**config.mk**
```make
export PLATFORM = sky130hd
export DESIGN_NAME = limn2600_write_buffer
export DESIGN_NICKNAME = d
export VERILOG_FILES = /design/src/rtl/limn2600_write_buffer.sv
export SDC_FILE = /design/constraint.sdc
export NUM_CORES = 1
export LEC_CHECK = 0
export CAP_MARGIN = 20
export CORE_UTILIZATION = 58
export CTS_BUF_LIST = sky130_fd_sc_hd__clkbuf_8 sky130_fd_sc_hd__clkbuf_16
export DETAILED_ROUTE_END_ITERATION = 7
export GPL_TIMING_DRIVEN = 0
export PLACE_DENSITY = 0.87
export SLEW_MARGIN = 20
export SYNTH_ARGS = -nofsm -noshare
export SYNTH_HDL_FRONTEND = slang
export SYNTH_SLANG_ARGS = --single-unit
```
**constraint.sdc**
```tcl
create_clock -name clk -period 5.91 [get_ports clk]
set_clock_uncertainty 0.15 [all_clocks]
set_input_delay 0.8865 -clock clk [delete_from_list [all_inputs] [get_ports clk]]
set_output_delay 0.8865 -clock clk [all_outputs]
set_load 0.02 [all_outputs]
```
**src/rtl/limn2600_write_buffer.sv**
```systemverilog
// limn2600_write_buffer: posted-write FIFO between the Limn2600 CPU bus master
// and the SRAM slave. CPU writes retire in one cycle into a DEPTH-entry queue
// that drains to memory in the background; reads go to memory once ordering is
// safe. Define LIMN2600_WBUF_FORWARD_EN to serve reads from buffered writes and
// to let read misses bypass older buffered writes.
module limn2600_write_buffer #(
  parameter int DEPTH = 4,
  parameter int AW    = 32,
  parameter int DW    = 32
) (
  input  logic                     clk,
  input  logic                     rst,
  input  logic                     cpu_cs,
  input  logic                     cpu_we,
  input  logic [AW-1:0]            cpu_addr,
  input  logic [DW-1:0]            cpu_data_in,
  output logic                     cpu_rdy,
  output logic [DW-1:0]            cpu_data_out,
  output logic                     mem_cs,
  output logic                     mem_we,
  output logic [AW-1:0]            mem_addr,
  output logic [DW-1:0]            mem_data_out,
  input  logic [DW-1:0]            mem_data_in,
  input  logic                     mem_rdy,
  output logic [$clog2(DEPTH):0]   wb_count
);

  localparam int PW = $clog2(DEPTH);
  localparam int CW = PW + 1;

  typedef enum logic [1:0] {C_IDLE, C_ACK, C_RD_WAIT} cpu_state_t;
  typedef enum logic [1:0] {M_IDLE, M_WRITE, M_READ} mem_state_t;

  cpu_state_t     c_state;
  mem_state_t     m_state;

  logic [AW-1:0]  addr_q [DEPTH];
  logic [DW-1:0]  data_q [DEPTH];
  logic [PW-1:0]  head;
  logic [PW-1:0]  tail;
  logic [CW-1:0]  count;

  logic           full;
  logic           empty;
  logic           push;
  logic           pop;
  logic           rd_done;
  logic           rd_ok;
  logic           fwd_hit;
  logic [DW-1:0]  fwd_data;

  // Full/empty come from the registered count, so a pop on the same edge
  // never makes room for a push.
  assign full     = (count == CW'(DEPTH));
  assign empty    = (count == '0);
  assign push     = (c_state == C_IDLE) && cpu_cs && cpu_we && !full;
  assign pop      = (m_state == M_WRITE) && mem_rdy;
  assign rd_done  = (m_state == M_READ) && mem_rdy;
  assign wb_count = count;

`ifdef LIMN2600_WBUF_FORWARD_EN
  // Scan oldest to youngest so the youngest matching entry wins; the head
  // stays valid until its drain completes.
  always_comb begin
    fwd_hit  = 1'b0;
    fwd_data = '0;
    for (int k = 0; k < DEPTH; k++) begin
      if ((CW'(k) < count) && (addr_q[head + PW'(k)] == cpu_addr)) begin
        fwd_hit  = 1'b1;
        fwd_data = data_q[head + PW'(k)];
      end
    end
  end

  // A miss cannot alias any buffered write, so it may overtake them.
  assign rd_ok = 1'b1;
`else
  assign fwd_hit  = 1'b0;
  assign fwd_data = '0;
  assign rd_ok    = empty;
`endif

  // Entry storage needs no reset; only the pointers and count define validity.
  always_ff @(posedge clk) begin
    if (push) begin
      addr_q[tail] <= cpu_addr;
      data_q[tail] <= cpu_data_in;
    end
  end

  // Queue pointers and occupancy; a simultaneous push and pop leaves count alone.
  always_ff @(posedge clk or negedge rst) begin
    if (!rst) begin
      head  <= '0;
      tail  <= '0;
      count <= '0;
    end else begin
      if (push) tail <= tail + PW'(1);
      if (pop)  head <= head + PW'(1);
      count <= count + CW'(push) - CW'(pop);
    end
  end

  // CPU side: accept writes, resolve reads, and pulse cpu_rdy exactly once.
  always_ff @(posedge clk or negedge rst) begin
    if (!rst) begin
      c_state      <= C_IDLE;
      cpu_rdy      <= 1'b0;
      cpu_data_out <= '0;
    end else begin
      cpu_rdy <= 1'b0;
      case (c_state)
        C_IDLE: begin
          if (cpu_cs) begin
            if (cpu_we) begin
              if (!full) begin
                cpu_rdy <= 1'b1;
                c_state <= C_ACK;
              end
            end else if (fwd_hit) begin
              cpu_data_out <= fwd_data;
              cpu_rdy      <= 1'b1;
              c_state      <= C_ACK;
            end else begin
              c_state <= C_RD_WAIT;
            end
          end
        end
        C_RD_WAIT: begin
          if (rd_done) begin
            cpu_data_out <= mem_data_in;
            cpu_rdy      <= 1'b1;
            c_state      <= C_ACK;
          end
        end
        C_ACK:   c_state <= C_IDLE;
        default: c_state <= C_IDLE;
      endcase
    end
  end

  // Memory side: pending reads win over draining; every transaction is
  // followed by at least one idle cycle.
  always_ff @(posedge clk or negedge rst) begin
    if (!rst) begin
      m_state      <= M_IDLE;
      mem_cs       <= 1'b0;
      mem_we       <= 1'b0;
      mem_addr     <= '0;
      mem_data_out <= '0;
    end else begin
      case (m_state)
        M_IDLE: begin
          if ((c_state == C_RD_WAIT) && rd_ok) begin
            m_state  <= M_READ;
            mem_cs   <= 1'b1;
            mem_we   <= 1'b0;
            mem_addr <= cpu_addr;
          end else if (!empty) begin
            m_state      <= M_WRITE;
            mem_cs       <= 1'b1;
            mem_we       <= 1'b1;
            mem_addr     <= addr_q[head];
            mem_data_out <= data_q[head];
          end
        end
        M_WRITE, M_READ: begin
          if (mem_rdy) begin
            m_state <= M_IDLE;
            mem_cs  <= 1'b0;
            mem_we  <= 1'b0;
          end
        end
        default: m_state <= M_IDLE;
      endcase
    end
  end

endmodule

```
=== After elaboration in Yosys (flattened, before gate mapping) ===
Memories as Yosys holds them, arrays and structs flattened. A register that Yosys moved wholly into a read port is not among the register bits.
Index checks and enable logic that the tools add are counted.

* Register bits: 78
* Bits in writable memories: 256
* Input bits: 101
* Output and inout bits: 102
* Word-level logic and storage cells: 71
* Memories: 2

* Add/subtract/negate cells: 4
* Eq/ne operators: 10
* Mux-type cells: 24
* Bitwise logic cells: 2
* Reduce and logical (&&, ||, !) cells: 19

{| class="wikitable"
|+ Memory list
! name !! depth !! width !! rd ports !! clocked after Yosys merged registers in !! wr ports !! RTL line !! source
|-
| addr_q || 4 || 32 || 1 || 0 || 1 || 37 || <nowiki>logic [AW-1:0] addr_q [DEPTH];</nowiki>
|-
| data_q || 4 || 32 || 1 || 1 || 1 || 38 || <nowiki>logic [DW-1:0] data_q [DEPTH];</nowiki>
|}

{| class="wikitable"
|+ Operators by type and width
! cell !! count
|-
| two-way mux 32 bit || 2
|-
| two-way mux 2 bit || 7
|-
| two-way mux 1 bit || 10
|-
| AND reduction 3 bit || 3
|-
| one-hot mux 2 bit (2 select lines) || 2
|-
| logical AND 1 bit || 6
|-
| inequality test 2 bit (second input constant) || 3
|-
| inequality test 3 bit (second input constant) || 2
|-
| one-hot mux 1 bit (2 select lines) || 3
|-
| AND reduction 2 bit || 3
|-
| adder 2 x 1 -> 2 bit (second input constant) || 2
|-
| == test 2 bit (second input constant) || 2
|-
| logical NOT 2 bit || 2
|-
| adder 3 x 1 -> 3 bit || 1
|-
| == test 3 bit (second input constant) || 1
|-
| logical NOT 3 bit || 1
|-
| subtractor 3 x 1 -> 3 bit || 1
|-
| == test 2 x 1 -> 1 bit (second input constant) || 1
|-
| logical NOT 1 bit || 2
|-
| inequality test 2 x 1 -> 1 bit (second input constant) || 1
|-
| inverter 1 bit || 2
|-
| nonzero test 2 bit || 1
|-
| OR reduction 2 bit || 1
|}

=== Longest topological paths before layout ===
* Depth in word-level cells: 6
* Depth in mapped cells: 9
* Mapped depth without buffers: 9

=== Worst setup path after synthesis ===
OpenSTA, ideal clock, no wires.

* Kind: in2reg
* Start point: in cpu_cs
* End point: mem addr_q[0][0], enable pin
* Setup time: 0.429 ns
* Arrival time: 3.092 ns
* Data required time: 5.331 ns
* Path slack: 2.239 ns
* Stages on the path: 3
* Buffers on the path: 0
* Cell sequence: nand2_1 -> a2111oi_4 -> and2_1

* Cells in the longest elaborated chain, start to end: 5

{| class="wikitable"
|+ RTL lines
! what !! RTL line !! source
|-
| start: declaration || 13 || <nowiki>input logic cpu_cs,</nowiki>
|-
| logical AND 1 bit (3 in series) || 56 || <nowiki>assign push = (c_state == C_IDLE) && cpu_cs && cpu_we && !full;</nowiki>
|-
| two-way mux 1 bit || 85 || <nowiki>if (push) begin</nowiki>
|-
| two-way mux 1 bit (not written as such) || 86 || <nowiki>addr_q[tail] <= cpu_addr;</nowiki>
|-
| end: declaration || 37 ||
|}

Every way passes these cells.

=== Worst setup path in the final report ===
* Start point: in cpu_cs
* End point: mem addr_q[1][24], enable pin

The elaborated chain is that of the path after synthesis.

==> run summary <==
Post-synth EDFFs -> 256
Final Instance Count excl. Fillers -> 1292
leftover overflow at the end of global routing -> 0
final critical path time including I/O delays and setup -> 3.15 ns
synthesized area per cell -> 20.2 um^2
required arrival time at the worst endpoint -> 5.97 ns
total area of multi-input combinational cells -> 3390 um^2
Max H-tree Level -> 2
largest family of logic cells by synthesized area -> multiplexers
Hold Crit Class -> primary input to asynchronous set/reset pin
CTS Sinks -> 366
Chip Width -> 158 um
Adder-Cell Fraction of Synth Area -> 0.852%
Seq/Total Area, Yosys -> 74.1%
area growth from synthesis to final layout -> 26.7%
series of cell instances along the critical path -> clkdlybuf4s50_1, nand2_1, a2111oi_4, and2_4, buf_12
internal reg-to-reg setup slack -> 3.09 ns
Worst-Skew Late Latency -> 0.51 ns
routed via count -> 7585
antenna violation net count after detailed routing -> 0
fraction of synthesized cell area taken by the top area cell type -> 54.5%
combined flip-flop and latch cell area -> 10400 um^2
row count -> 56
number of top-level pins -> 203
logic depth of the worst setup path including buffers -> 5
count of buffer and inverter cells on the critical path -> 2
basic-gate share of the synthesized area counting and, or, nand and nor cells -> 4.26%
synthesized net count -> 807
number of post-CTS setup repair buffers -> 0
max-capacitance violation count -> 0
clock tree from TritonCTS -> done
Warnings, synthesis -> 0
RePlAce Congestion -> 0.747
RSZ-0062 raised after global routing -> no
Relative slew margins -> 47.5%
element type at the critical path end -> flip-flop
quantity of hold-fixing buffers added after cts -> 0
maximum single-stage delay on the critical path -> 0.70 ns
maximum root-to-sink buffer count -> 3
Routed Wire Length -> 30300 um
total setup violations reported at the end of the flow -> 0
Setup crit start kind -> primary input
initial antenna violation count -> 1
buffer cell driving the clock tree root -> sky130_fd_sc_hd__clkbuf_16
Post-Synthesis Cell Area -> 14100 um^2
Reg-to-Reg End -> addr_q[1][24]
total iterations of the first detailed-routing run -> 4
Detailed Route Iter0 Violations -> 580
number of hold violations in the final report -> 0
cell depth of the worst flop-to-flop path -> 4
multiplexer area fraction after synthesis -> 15.4%
post-detailed-route wirelength per cell -> 23.5 um
PortBufs -> 202
flip-flop and latch count after synthesis -> 366
fraction of registers with async set or reset after synthesis -> 30.1%
class of the most critical setup path -> primary input to flip-flop
post-detailed-route DRC marker count -> 0
leakage component of the power -> 0.00644 uW
worst voltage drop across the vdd grid -> 0.483 mV
Compound-Gate Fraction of Synth Area -> 3.03%
FMAX -> 318 MHz
most frequent cell after synthesis -> sky130_fd_sc_hd__edfxtp_1
delay-heaviest family, CP -> buffers and inverters
Post-Synth XOR/XNOR Area -> 0.373%
Yosys cell types -> 44
via count of the first global-routing pass -> 8170
transition time at the pin with the least slew margin -> 0.786 ns
cell with the biggest individual delay on the critical path -> sky130_fd_sc_hd__and2_4
number of inserted filler cells in the final layout -> 1402
pin count of the biggest net entering global routing -> 74
overall track demand over capacity in global routing -> 25.3%
Total Die Area -> 24900 um^2
clock slew seen by the registers of the worst setup and hold paths -> 0.06 ns
sum of net half-perimeters after detailed placement -> 19000 um
Commonest cells post-synth -> 256 x sky130_fd_sc_hd__edfxtp_1, 110 x sky130_fd_sc_hd__dfrtp_1, 64 x sky130_fd_sc_hd__mux4_2
core box area -> 23700 um^2
via density per instance -> 5.87
first-pass GRT wire length -> 45700 um
post-synthesis instance total -> 697
highest net fanout along the worst path -> 39
outcome -> finished clean
crit path DAT -> 3.20 ns
total power after layout -> 9270 uW
quantity of gates resized following cts -> 0
flip-flop cell with the highest count after synthesis -> sky130_fd_sc_hd__edfxtp_1
crit share post-route -> 53.2%
worst reg2reg startpoint -> wb_count[1]
effective utilization at floorplan -> 59.5%
Post-Place Cells -> 1223
Slew Viols, Final -> 0
Cell Pwr Density -> 519 nW/um^2
top post-synthesis cells by area -> sky130_fd_sc_hd__edfxtp_1 55%, sky130_fd_sc_hd__dfrtp_1 20%, sky130_fd_sc_hd__mux4_2 10%
Yosys top cell by area -> sky130_fd_sc_hd__edfxtp_1
chip height -> 158 um
setup TNS -> 0 ns
clock buffers created by TritonCTS -> 37
final layout net count -> 1053
share of post-route cells with drive strength above 1 -> 22.7%
## worst max-delay path by stage
stage / startpoint / end / slack, ns
final: cpu_cs / addr_q[1][24] / 2.76
after global routing: cpu_cs / data_q[1][24] / 2.65
after CTS: cpu_cs / addr_q[1][24] / 2.75
after detailed placement: cpu_cs / data_q[1][16] / 2.22
after global placement: rst / mem_addr[19] / -0.94
after floorplan: cpu_cs / addr_q[0][0] / 2.24
## metrics by stage
step	setup slack (ns)	hold WS, ns	cell area, um^2	utilization [%]
after floorplan	2.24	0.342	14100	-
after global placement	-0.944	0.327	16500	69.8
after detailed placement	2.22	0.336	16700	70.3
after CTS	2.75	0.145	17900	75.4
after global routing	2.65	0.165	17900	75.4
final	2.76	0.139	17900	75.4
## layout make-up
cell class	instances	share of cell area, %
Antenna cell	1	0.0140
Buffer	38	1.28
Clock buffer	47	6.08
Clock inverter	21	0.679
Inverter	14	0.294
Multi-Input combinational cell	279	19.0
Sequential cell	366	58.4
Tap cell	319	2.23
Timing Repair Buffer	207	12.0
## registers in the layout (all words and copies together), names as in the netlist
signal        flops
wb_count          3
cpu_rdy           1
head              2
data_q          128
mem_we            1
c_state           2
m_state           2
mem_addr         32
tail              2
addr_q          128
mem_data_out     32
mem_cs            1
cpu_data_out     32
## cell families after synthesis
kind of cell / after synthesis
buffers and inverters: 52
adder cells (fa/ha/maj): 9
AO/OA/AOI/OAI: 47
flip-flops: 366
multiplexers: 129
XOR/XNOR: 6
AND/OR/NAND/NOR: 88
## power breakdown
part | internal, uW | total, uW | leakage, uW | switching [uW]
clock network | 1340 | 2270 | 0.000650 | 932
logic | 1700 | 3460 | 0.00216 | 1750
registers | 3270 | 3540 | 0.00363 | 266
## routing by layer
layer	up-vias	share of wire, %	GRT usage, %
li1	3268	-	-
met1	3917	39	31.9
met2	338	50	43.3
met3	62	7.7	5.09
met4	0	3.2	10.4
met5	-	0	0
## worst reg2reg max path, stage by stage (launching register included)
cell	delay (ns)
sky130_fd_sc_hd__dfrtp_1	0.54
sky130_fd_sc_hd__nor2_2	0.10
sky130_fd_sc_hd__a2111oi_4	0.72
sky130_fd_sc_hd__and2_4	0.71
sky130_fd_sc_hd__buf_12	0.29
## layout by cell type, fill, tap and decap left out, types with 14 or more instances in the layout
master / instances
sky130_fd_sc_hd__edfxtp_1: 256
sky130_fd_sc_hd__clkdlybuf4s50_1: 201
sky130_fd_sc_hd__dfrtp_1: 110
sky130_fd_sc_hd__mux4_2: 64
sky130_fd_sc_hd__mux2_2: 63
sky130_fd_sc_hd__clkbuf_16: 39
sky130_fd_sc_hd__inv_1: 27
sky130_fd_sc_hd__nand4b_1: 24
sky130_fd_sc_hd__o211a_1: 24
sky130_fd_sc_hd__or2_0: 14
No activity file was read; power rests on OpenSTA's default activity.
